[config.mk]
export PLATFORM = sky130hd
export DESIGN_NAME = max7219_digit_tx
export DESIGN_NICKNAME = d
export VERILOG_FILES = /design/src/rtl/max7219_pkg.sv /design/src/rtl/spi_frame_tx.sv /design/src/rtl/max7219_digit_tx.sv
export SDC_FILE = /design/constraint.sdc
export NUM_CORES = 1
export LEC_CHECK = 0
export CORE_MARGIN = 8
export CORE_UTILIZATION = 40
export CTS_CLUSTER_SIZE = 24
export DETAILED_ROUTE_END_ITERATION = 16
export HOLD_SLACK_MARGIN = 0.03
export SYNTH_ARGS = -nofsm -noshare
export SYNTH_HDL_FRONTEND = slang
export SYNTH_SLANG_ARGS = --single-unit
[constraint.sdc]
create_clock -name clk -period 6.61 [get_ports clk]
set_clock_uncertainty 0.05 [all_clocks]
set_input_delay 1.322 -clock clk [delete_from_list [all_inputs] [get_ports clk]]
set_output_delay 1.322 -clock clk [all_outputs]
set_load 0.02 [all_outputs]
[src/rtl/max7219_pkg.sv]
// Shared constants, state types and frame builders for the MAX7219 transmitter.
// MAX7219_DP_EN: when defined, digit frames for h_ones and m_ones carry the DP bit.
package max7219_pkg;

   localparam logic [3:0] ADDR_DECODE    = 4'h9;
   localparam logic [3:0] ADDR_INTENSITY = 4'hA;
   localparam logic [3:0] ADDR_SCANLIMIT = 4'hB;
   localparam logic [3:0] ADDR_SHUTDOWN  = 4'hC;
   localparam logic [3:0] ADDR_TEST      = 4'hF;

   localparam logic [7:0] DATA_DECODE    = 8'hFF;
   localparam logic [7:0] DATA_SCANLIMIT = 8'h05;
   localparam logic [7:0] DATA_SHUTDOWN  = 8'h01;
   localparam logic [7:0] DATA_TEST      = 8'h00;

   localparam int unsigned N_INIT_FRAMES  = 5;
   localparam int unsigned N_DIGIT_FRAMES = 6;

   typedef enum logic [1:0] {
      SEQ_INIT,
      SEQ_IDLE,
      SEQ_DIGITS
   } seq_state_e;

   typedef enum logic [2:0] {
      FR_IDLE,
      FR_LOAD,
      FR_SHIFT,
      FR_LATCH,
      FR_GAP
   } frame_state_e;

`ifdef MAX7219_DP_EN
   localparam bit DP_EN = 1'b1;
`else
   localparam bit DP_EN = 1'b0;
`endif

   function automatic logic [15:0] make_frame(input logic [3:0] addr, input logic [7:0] data);
      return {4'b0000, addr, data};
   endfunction

   function automatic logic [15:0] init_frame(input logic [2:0] idx, input logic [3:0] intensity);
      case (idx)
         3'd0:    return make_frame(ADDR_DECODE, DATA_DECODE);
         3'd1:    return make_frame(ADDR_INTENSITY, {4'h0, intensity});
         3'd2:    return make_frame(ADDR_SCANLIMIT, DATA_SCANLIMIT);
         3'd3:    return make_frame(ADDR_SHUTDOWN, DATA_SHUTDOWN);
         default: return make_frame(ADDR_TEST, DATA_TEST);
      endcase
   endfunction

   // idx 0 selects h_tens (bits 23:20) and goes to digit address 1.
   function automatic logic [15:0] digit_frame(input logic [2:0] idx, input logic [23:0] digits);
      logic [3:0] d;
      logic       dp;
      d  = 4'(digits >> (5'd20 - {idx, 2'b00}));
      dp = DP_EN && ((idx == 3'd1) || (idx == 3'd3));
      return make_frame({1'b0, idx} + 4'd1, {dp, 3'b000, d});
   endfunction

endpackage

[src/rtl/spi_frame_tx.sv]
// Shifts one 16-bit frame out MSB first on CS/SCK/MOSI, then holds CS high for
// one half-period; done pulses in the last gap cycle so the next start can follow directly.
module spi_frame_tx
   import max7219_pkg::*;
#(
   parameter int unsigned HALF_PERIOD = 2
) (
   input  logic        clk,
   input  logic        res,
   input  logic        start,
   input  logic [15:0] frame,
   output logic        done,
   output logic        spi_cs_n,
   output logic        spi_sck,
   output logic        spi_mosi
);

   localparam int unsigned      CNT_W    = (HALF_PERIOD > 1) ? $clog2(HALF_PERIOD) : 1;
   localparam logic [CNT_W-1:0] CNT_LAST = CNT_W'(HALF_PERIOD - 1);

   frame_state_e     state_q, state_d;
   logic [CNT_W-1:0] cnt_q, cnt_d;
   logic [3:0]       bit_q, bit_d;
   logic [15:0]      shreg_q, shreg_d;
   logic             cs_n_q, cs_n_d;
   logic             sck_q, sck_d;
   logic             mosi_q, mosi_d;
   logic             half_end;

   assign half_end = (cnt_q == CNT_LAST);
   assign done     = (state_q == FR_GAP) && half_end;

   always_comb begin
      state_d = state_q;
      cnt_d   = half_end ? '0 : cnt_q + 1'b1;
      bit_d   = bit_q;
      shreg_d = shreg_q;
      cs_n_d  = cs_n_q;
      sck_d   = sck_q;
      mosi_d  = mosi_q;

      case (state_q)
         FR_IDLE: cnt_d = '0;
         FR_LOAD: begin
            if (half_end) begin
               sck_d   = 1'b1;
               state_d = FR_SHIFT;
            end
         end
         FR_SHIFT: begin
            if (half_end) begin
               if (sck_q) begin
                  sck_d   = 1'b0;
                  mosi_d  = shreg_q[14];
                  shreg_d = {shreg_q[14:0], 1'b0};
                  bit_d   = bit_q + 4'd1;
               end else begin
                  sck_d = 1'b1;
                  // bit_q counts completed bits, so this rise is the 16th
                  if (bit_q == 4'd15) state_d = FR_LATCH;
               end
            end
         end
         FR_LATCH: begin
            if (half_end) begin
               sck_d   = 1'b0;
               cs_n_d  = 1'b1;
               mosi_d  = 1'b0;
               state_d = FR_GAP;
            end
         end
         FR_GAP: begin
            if (half_end) state_d = FR_IDLE;
         end
         default: state_d = FR_IDLE;
      endcase

      if (start && ((state_q == FR_IDLE) || done)) begin
         state_d = FR_LOAD;
         cnt_d   = '0;
         bit_d   = 4'd0;
         shreg_d = frame;
         cs_n_d  = 1'b0;
         sck_d   = 1'b0;
         mosi_d  = frame[15];
      end
   end

   always_ff @(posedge clk or negedge res) begin
      if (!res) begin
         state_q <= FR_IDLE;
         cnt_q   <= '0;
         bit_q   <= 4'd0;
         shreg_q <= 16'h0000;
         cs_n_q  <= 1'b1;
         sck_q   <= 1'b0;
         mosi_q  <= 1'b0;
      end else begin
         state_q <= state_d;
         cnt_q   <= cnt_d;
         bit_q   <= bit_d;
         shreg_q <= shreg_d;
         cs_n_q  <= cs_n_d;
         sck_q   <= sck_d;
         mosi_q  <= mosi_d;
      end
   end

   assign spi_cs_n = cs_n_q;
   assign spi_sck  = sck_q;
   assign spi_mosi = mosi_q;

endmodule

[src/rtl/max7219_digit_tx.sv]
// MAX7219 sequencer: chip init after reset, then six digit frames per update.
// MAX7219_DP_EN (see max7219_pkg) adds separator dots on h_ones and m_ones.
module max7219_digit_tx
   import max7219_pkg::*;
#(
   parameter int unsigned HALF_PERIOD = 2,
   parameter logic [3:0]  INTENSITY   = 4'd8
) (
   input  logic        clk,
   input  logic        res,
   input  logic        update,
   input  logic [23:0] digits,
   output logic        spi_cs_n,
   output logic        spi_sck,
   output logic        spi_mosi,
   output logic        busy
);

   seq_state_e  state_q, state_d;
   logic [2:0]  idx_q, idx_d;
   logic [23:0] snap_q, snap_d;
   logic        pend_q, pend_d;
   logic        start;
   logic [15:0] frame;
   logic        done;
   logic        req;
   logic        launch;

   // idx_q counts frames already launched in the current sequence
   always_comb begin
      state_d = state_q;
      idx_d   = idx_q;
      snap_d  = snap_q;
      pend_d  = pend_q;
      start   = 1'b0;
      frame   = init_frame(idx_q, INTENSITY);
      launch  = 1'b0;
      req     = pend_q || update;

      case (state_q)
         SEQ_INIT: begin
            if (update) pend_d = 1'b1;
            if (idx_q == 3'd0) begin
               start = 1'b1;
               idx_d = 3'd1;
            end else if (done) begin
               if (idx_q == 3'(N_INIT_FRAMES)) begin
                  if (req) launch = 1'b1;
                  else     state_d = SEQ_IDLE;
               end else begin
                  start = 1'b1;
                  idx_d = idx_q + 3'd1;
               end
            end
         end
         SEQ_IDLE: begin
            if (update) launch = 1'b1;
         end
         SEQ_DIGITS: begin
            if (update) pend_d = 1'b1;
            if (done) begin
               if (idx_q == 3'(N_DIGIT_FRAMES)) begin
                  if (req) launch = 1'b1;
                  else     state_d = SEQ_IDLE;
               end else begin
                  start = 1'b1;
                  frame = digit_frame(idx_q, snap_q);
                  idx_d = idx_q + 3'd1;
               end
            end
         end
         default: state_d = SEQ_IDLE;
      endcase

      // First digit frame comes straight from the live inputs while the snapshot loads
      if (launch) begin
         state_d = SEQ_DIGITS;
         snap_d  = digits;
         pend_d  = 1'b0;
         start   = 1'b1;
         frame   = digit_frame(3'd0, digits);
         idx_d   = 3'd1;
      end
   end

   always_ff @(posedge clk or negedge res) begin
      if (!res) begin
         state_q <= SEQ_INIT;
         idx_q   <= 3'd0;
         snap_q  <= 24'h000000;
         pend_q  <= 1'b0;
      end else begin
         state_q <= state_d;
         idx_q   <= idx_d;
         snap_q  <= snap_d;
         pend_q  <= pend_d;
      end
   end

   assign busy = (state_q != SEQ_IDLE);

   spi_frame_tx #(
      .HALF_PERIOD(HALF_PERIOD)
   ) u_frame (
      .clk      (clk),
      .res      (res),
      .start    (start),
      .frame    (frame),
      .done     (done),
      .spi_cs_n (spi_cs_n),
      .spi_sck  (spi_sck),
      .spi_mosi (spi_mosi)
   );

endmodule
Word-level counts from Yosys, hierarchy flattened

Cells that the tools add are included.

Flip-flop bits (word level): 56
Input port bits: 27
Output and inout bits: 4
Word-level logic and storage cells: 141

$add $sub $neg: 5
Equal/unequal tests: 30
Shift operators: 1
Mux-type cells: 69
Reduce and logical (&&, ||, !) cells: 25

Operator list:

| cell               | number |
|---|---|
| $mux 16            | 4 |
| $mux 15            | 4 |
| $pmux 11 s4        | 1 |
| $mux 3             | 13 |
| $mux 1             | 29 |
| $shr 24x5->4       | 1 |
| $mux 4             | 4 |
| $ne 3x1->1 const B | 5 |
| $ne 3x3->1 const B | 5 |
| $pmux 3 s5         | 1 |
| $mux 2             | 7 |
| $eq 3x2->1 const B | 4 |
| $reduce_bool 2->1  | 6 |
| $eq 3x3->1 const B | 3 |
| $ne 3x2->1 const B | 3 |
| $reduce_and 4->1   | 2 |
| $reduce_and 7->1   | 1 |
| $eq 3x1->1 const B | 2 |
| $logic_not 3->1    | 2 |
| $pmux 1 s3         | 2 |
| $pmux 2 s3         | 1 |
| $pmux 3 s2         | 1 |
| $reduce_and 6->1   | 1 |
| $reduce_bool 3->1  | 2 |
| other kinds (21)   | 26 |

Depth between registers and ports, before layout

Depth after elaboration: 10
Mapped depth: 10
Gate-level depth less buffers: 7

Hierarchy

A second synthesis with hierarchy kept.

Cells, all modules: 284
Area total of the unflattened synthesis: 3,155.5 sq um

By module, submodules not included:

| module           | instances | cells an instance | area an instance (sq um) | seq. area each (sq um) |
|---|---|---|---|---|
| max7219_digit_tx | 1         | 164               | 1,873.0                  | 750.7 |
| spi_frame_tx     | 1         | 120               | 1,282.5                  | 651.9 |

Worst setup path after synthesis

No wires, ideal clock.

Path kind: input port to flip-flop
Start point: input port update
End point: register u_frame.shreg_q[10]
Setup time: 0.132 ns
Data arrival time: 2.389 ns
Data required time: 6.428 ns
Slack: 4.039 ns
Cell stages on the path: 6
Path buffers: 1
Cells stage by stage: or3b_4 o21a_1 o211ai_2 buf_4 and3_1 a21oi_1

Word-level cells in the longest chain between the ends: 10
Elaborated cells on any way between the ends: 17
Classes of those cells: 11 x mux; 6 x reduce/logical

Ends and longest elaborated chain:

| what                               | RTL line                                       | source |
|---|---|---|
| start, declared                    | max7219_digit_tx.sv:11                         | `input logic update,` |
| $logic_or 1x1->1                   | max7219_digit_tx.sv:38                         | `req = pend_q \|\| update;` |
| $mux 1                             | max7219_digit_tx.sv:48, max7219_digit_tx.sv:63 |  |
| $mux 1                             | max7219_digit_tx.sv:47                         | `if (idx_q == 3'(N_INIT_FRAMES)) begin` |
| $mux 1                             | max7219_digit_tx.sv:46                         | `end else if (done) begin` |
| $mux 1                             | max7219_digit_tx.sv:43                         | `if (idx_q == 3'd0) begin` |
| $pmux 1 s3 (*)                     | max7219_digit_tx.sv:40                         | `case (state_q)` |
| $mux 1                             | max7219_digit_tx.sv:76                         | `if (launch) begin` |
| $logic_and 1x1->1                  | spi_frame_tx.sv:78                             | `if (start && ((state_q == FR_IDLE) \|\| done)) begin` |
| $reduce_bool 2->1 (no source line) | -                                              |  |
| $reduce_and 3->1 (no source line)  | -                                              |  |
| end signal, assigned               | spi_frame_tx.sv:102                            | `shreg_q <= shreg_d;` |
| end, declared                      | spi_frame_tx.sv:24                             | `logic [15:0] shreg_q, shreg_d;` |

Mark *: on every way between the ends. The rest lies on a longest branch, timed or not.
A chain may end at the register's enable or synchronous reset.

Worst setup path after layout

Start point: input port update
End point: register u_frame.shreg_q[0]

Same word-level chain as after synthesis.

==> reports/results.tsv <==
metric	value	unit
run status	finished clean	
Post-synth ARST share	1.00	
fin util	0.473	
largest net degree at the start of global routing	57	
Clock Latency Late Sink	310	ps
Remaining DRCs	0	
CP required	6800	ps
post-route cell area	3450	um^2
initial core utilization	0.417	
H-tree level count	2	
maximum vdd drop	89.6	uV
post-synth cell types	57	
All-Layer GR Usage	0.134	
Syn-to-layout area delta	13.5	%
FMAX	0.284	GHz
WP buf/inv	1	
Slew Limit Headroom	0.237	
post-cts sizing count	0	
largest family of logic cells by synthesized area	simple AND/OR/NAND/NOR gates	
Mapped Nets	376	
via count	2371	
CP endpoint kind	flop	
Least-Margin Pin Slew	1140	ps
Num CTS Buffers	5	
slowest CP cell	o31a_1	
Ys Warns	0	
CTS tree	built	
core area	7290	um^2
ant diodes	0	
met3 Use GR	0.0263	
GRT overflow	0	
full die area	10600	um^2
boundary pin count	31	
nets	393	
layout cells sized above 1	0.0782	
XOR/XNOR share of the synthesized area	0.0115	
GP Congestion	0.824	
Root Driver	clkbuf_8	
switch share	0.226	
CP arrival	3710	ps
cell with the most instances after synthesis	nand2_1	
Clock Pin Slew Worst Setup and Hold Paths	110	ps
Yosys top cell by area	dfrtp_1	
largest cells by area after synthesis	dfrtp_1 45%, nand2_1 14%, ha_1 3.7%, mux2i_1 2.6%, nor2_1 2.5%	
total power	0.557	mW
hold buffers post-CTS	0	
row cnt	31	
Pins Over Slew Limit	0	
DRT iter0 DRCs	87	
M2 GR Usage	0.221	
first-pass iteration count of the detailed router	4	
final wirelength	6510	um
# placed instances	449	
clk sinks	56	
CP top delay family	compound AO/OA/AOI/OAI gates	
critical-path cell list	clkdlybuf4s50_1, o21ai_0, o31a_1, o311ai_0, a31oi_1	
Final Hold Vio Count	0	
IO Port Bufs	30	
crit path kind	in -> reg	
Via density	5.19	
crit share post-route	0.532	
Mapped Area	3040	um^2
Post-DP HPWL	4500	um
vias in the first global route	2426	
Synth Area in Compound Gates	0.145	
top cell type's share of synthesized area	0.453	
simple logic cell fraction of the synthesized area	0.248	
Adder-Cell Fraction of Synth Area	0.0371	
CP startpoint kind	primary input	
P_int	0.431	mW
max-cap viol count	0	
initial antenna violation count	0	
GR Layer Usage met1	0.171	
die width	103	um
post-route insts no fill	457	
post-synthesis mux area share	0.0486	
final setup vio count	0	
Sum Neg Setup Slack	0	ps
Psw	0.126	mW
Clk pwr share	0.345	
combinational fraction of design power	0.040	
Mapped Cells	340	
leak pwr	1.52	nW
Area after DPL	3360	um^2
routed len/inst	14.2	um
Worst path max stage delay	940	ps
Fillers	745	
ys flop type	dfrtp_1	
CTS max path bufs	2	
top cells by count, synth	114 x nand2_1, 55 x dfrtp_1, 20 x nor2_1, 12 x o21ai_0, 10 x a21oi_1	
register area share after synthesis	0.462	
P per Cell Area	162	nW/um^2
grt peak-use layer	met2	
number of routed nets with antenna violations	0	
RSZ-0062 raised after global routing	no	
final worst path period need	3520	ps
post-CTS setup buffers	0	
post-synthesis register bit count	56	
Register Area	1400	um^2
chip height	103	um
first-pass GRT wire length	11300	um
EDFF count, synth	0	
sequential power share	0.614	
Crit Path Max Fanout	31	
Multi-input gate area	1510	um^2
syn avg cell area	8.94	um^2
Hold Path Class	reg -> reg	
==> final timing paths <==
path	start	endpoint	depth (start not counted)	slack, ps
min reg2reg	snap_q[6]$_DFFE_PN0P_	snap_q[6]$_DFFE_PN0P_	2	420
min	snap_q[6]$_DFFE_PN0P_	snap_q[6]$_DFFE_PN0P_	2	420
max	update	u_frame.shreg_q[0]$_DFFE_PN0P_	5	3090
min in group asynchronous	res	state_q[0]$_DFFE_PN0P_	2	1070
max reg2reg	idx_q[0]$_DFFE_PN0P_	u_frame.shreg_q[0]$_DFFE_PN0P_	6	3120
max in group asynchronous	res	idx_q[0]$_DFFE_PN0P_	2	4950
==> tightest hold or removal path: stages, from the launching register on <==
cell     delay, ps
dfrtp_1        350
nand2_1         50
nand2_1         40
==> per-stage QoR <==
step	hold slack [ps]	worst slack (ps)
floorplan	383	4040
global placement	401	2820
detailed placement	407	2770
CTS	433	3090
global route	453	2780
finish	423	3090
==> flip-flops by register name, summed over array words and instances (netlist names) <==
signal and count:
idx_q 3, u_frame.bit_q 4, u_frame.shreg_q 15, snap_q 24
pend_q 1, state_q 2, u_frame.spi_mosi 1, u_frame.spi_cs_n 1
u_frame.state_q 3, u_frame.cnt_q 1, u_frame.spi_sck 1
==> per-layer routing <==
metal | up-vias | routed length, um
met5 | - | 0
met3 | 9 | 189
met1 | 1140 | 3140
met2 | 31 | 3060
met4 | 0 | 118
li1 | 1191 | -
==> final cells by class <==
| type | instances | share of cell area |
|---|---|---|
| Clock buffer | 5 | 0.0199 |
| Multi-Input combinational cell | 256 | 0.436 |
| Clock inverter | 3 | 0.00616 |
| Inverter | 7 | 0.00761 |
| Sequential cell | 56 | 0.406 |
| Timing Repair Buffer | 31 | 0.0877 |
| Tap cell | 99 | 0.0359 |
==> cell families (layout without fill, tap and decap cells) <==
group / after synthesis / in the layout
xor+xnor: 4 / 4
flops: 56 / 56
compound gates: 62 / 62
mux: 11 / 11
buf+inv: 28 / 46
fa+ha+maj: 9 / 9
simple gates: 170 / 170
==> power groups by stage <==
stage	registers (mW)	clock network, mW	logic, mW
after CTS	0.342	0.201	0.0232
final	0.342	0.192	0.0225
after global routing	0.342	0.214	0.0253
after floorplan	0.349	0	0.000178
after global placement	0.349	0	0.0231
after detailed placement	0.349	0	0.0232
==> placed cells by master, fill, tap and decap left out, types with 5 or more instances in the layout <==
cell type / count
nand2_1: 114
and3_1: 6
dfrtp_1: 55
o21ai_0: 12
clkdlybuf4s50_1: 29
a21oi_1: 10
inv_1: 7
mux2i_1: 8
clkbuf_8: 5
nor2_1: 20
ha_1: 9
a31oi_1: 8
No activity file was read; power rests on OpenSTA's default activity.
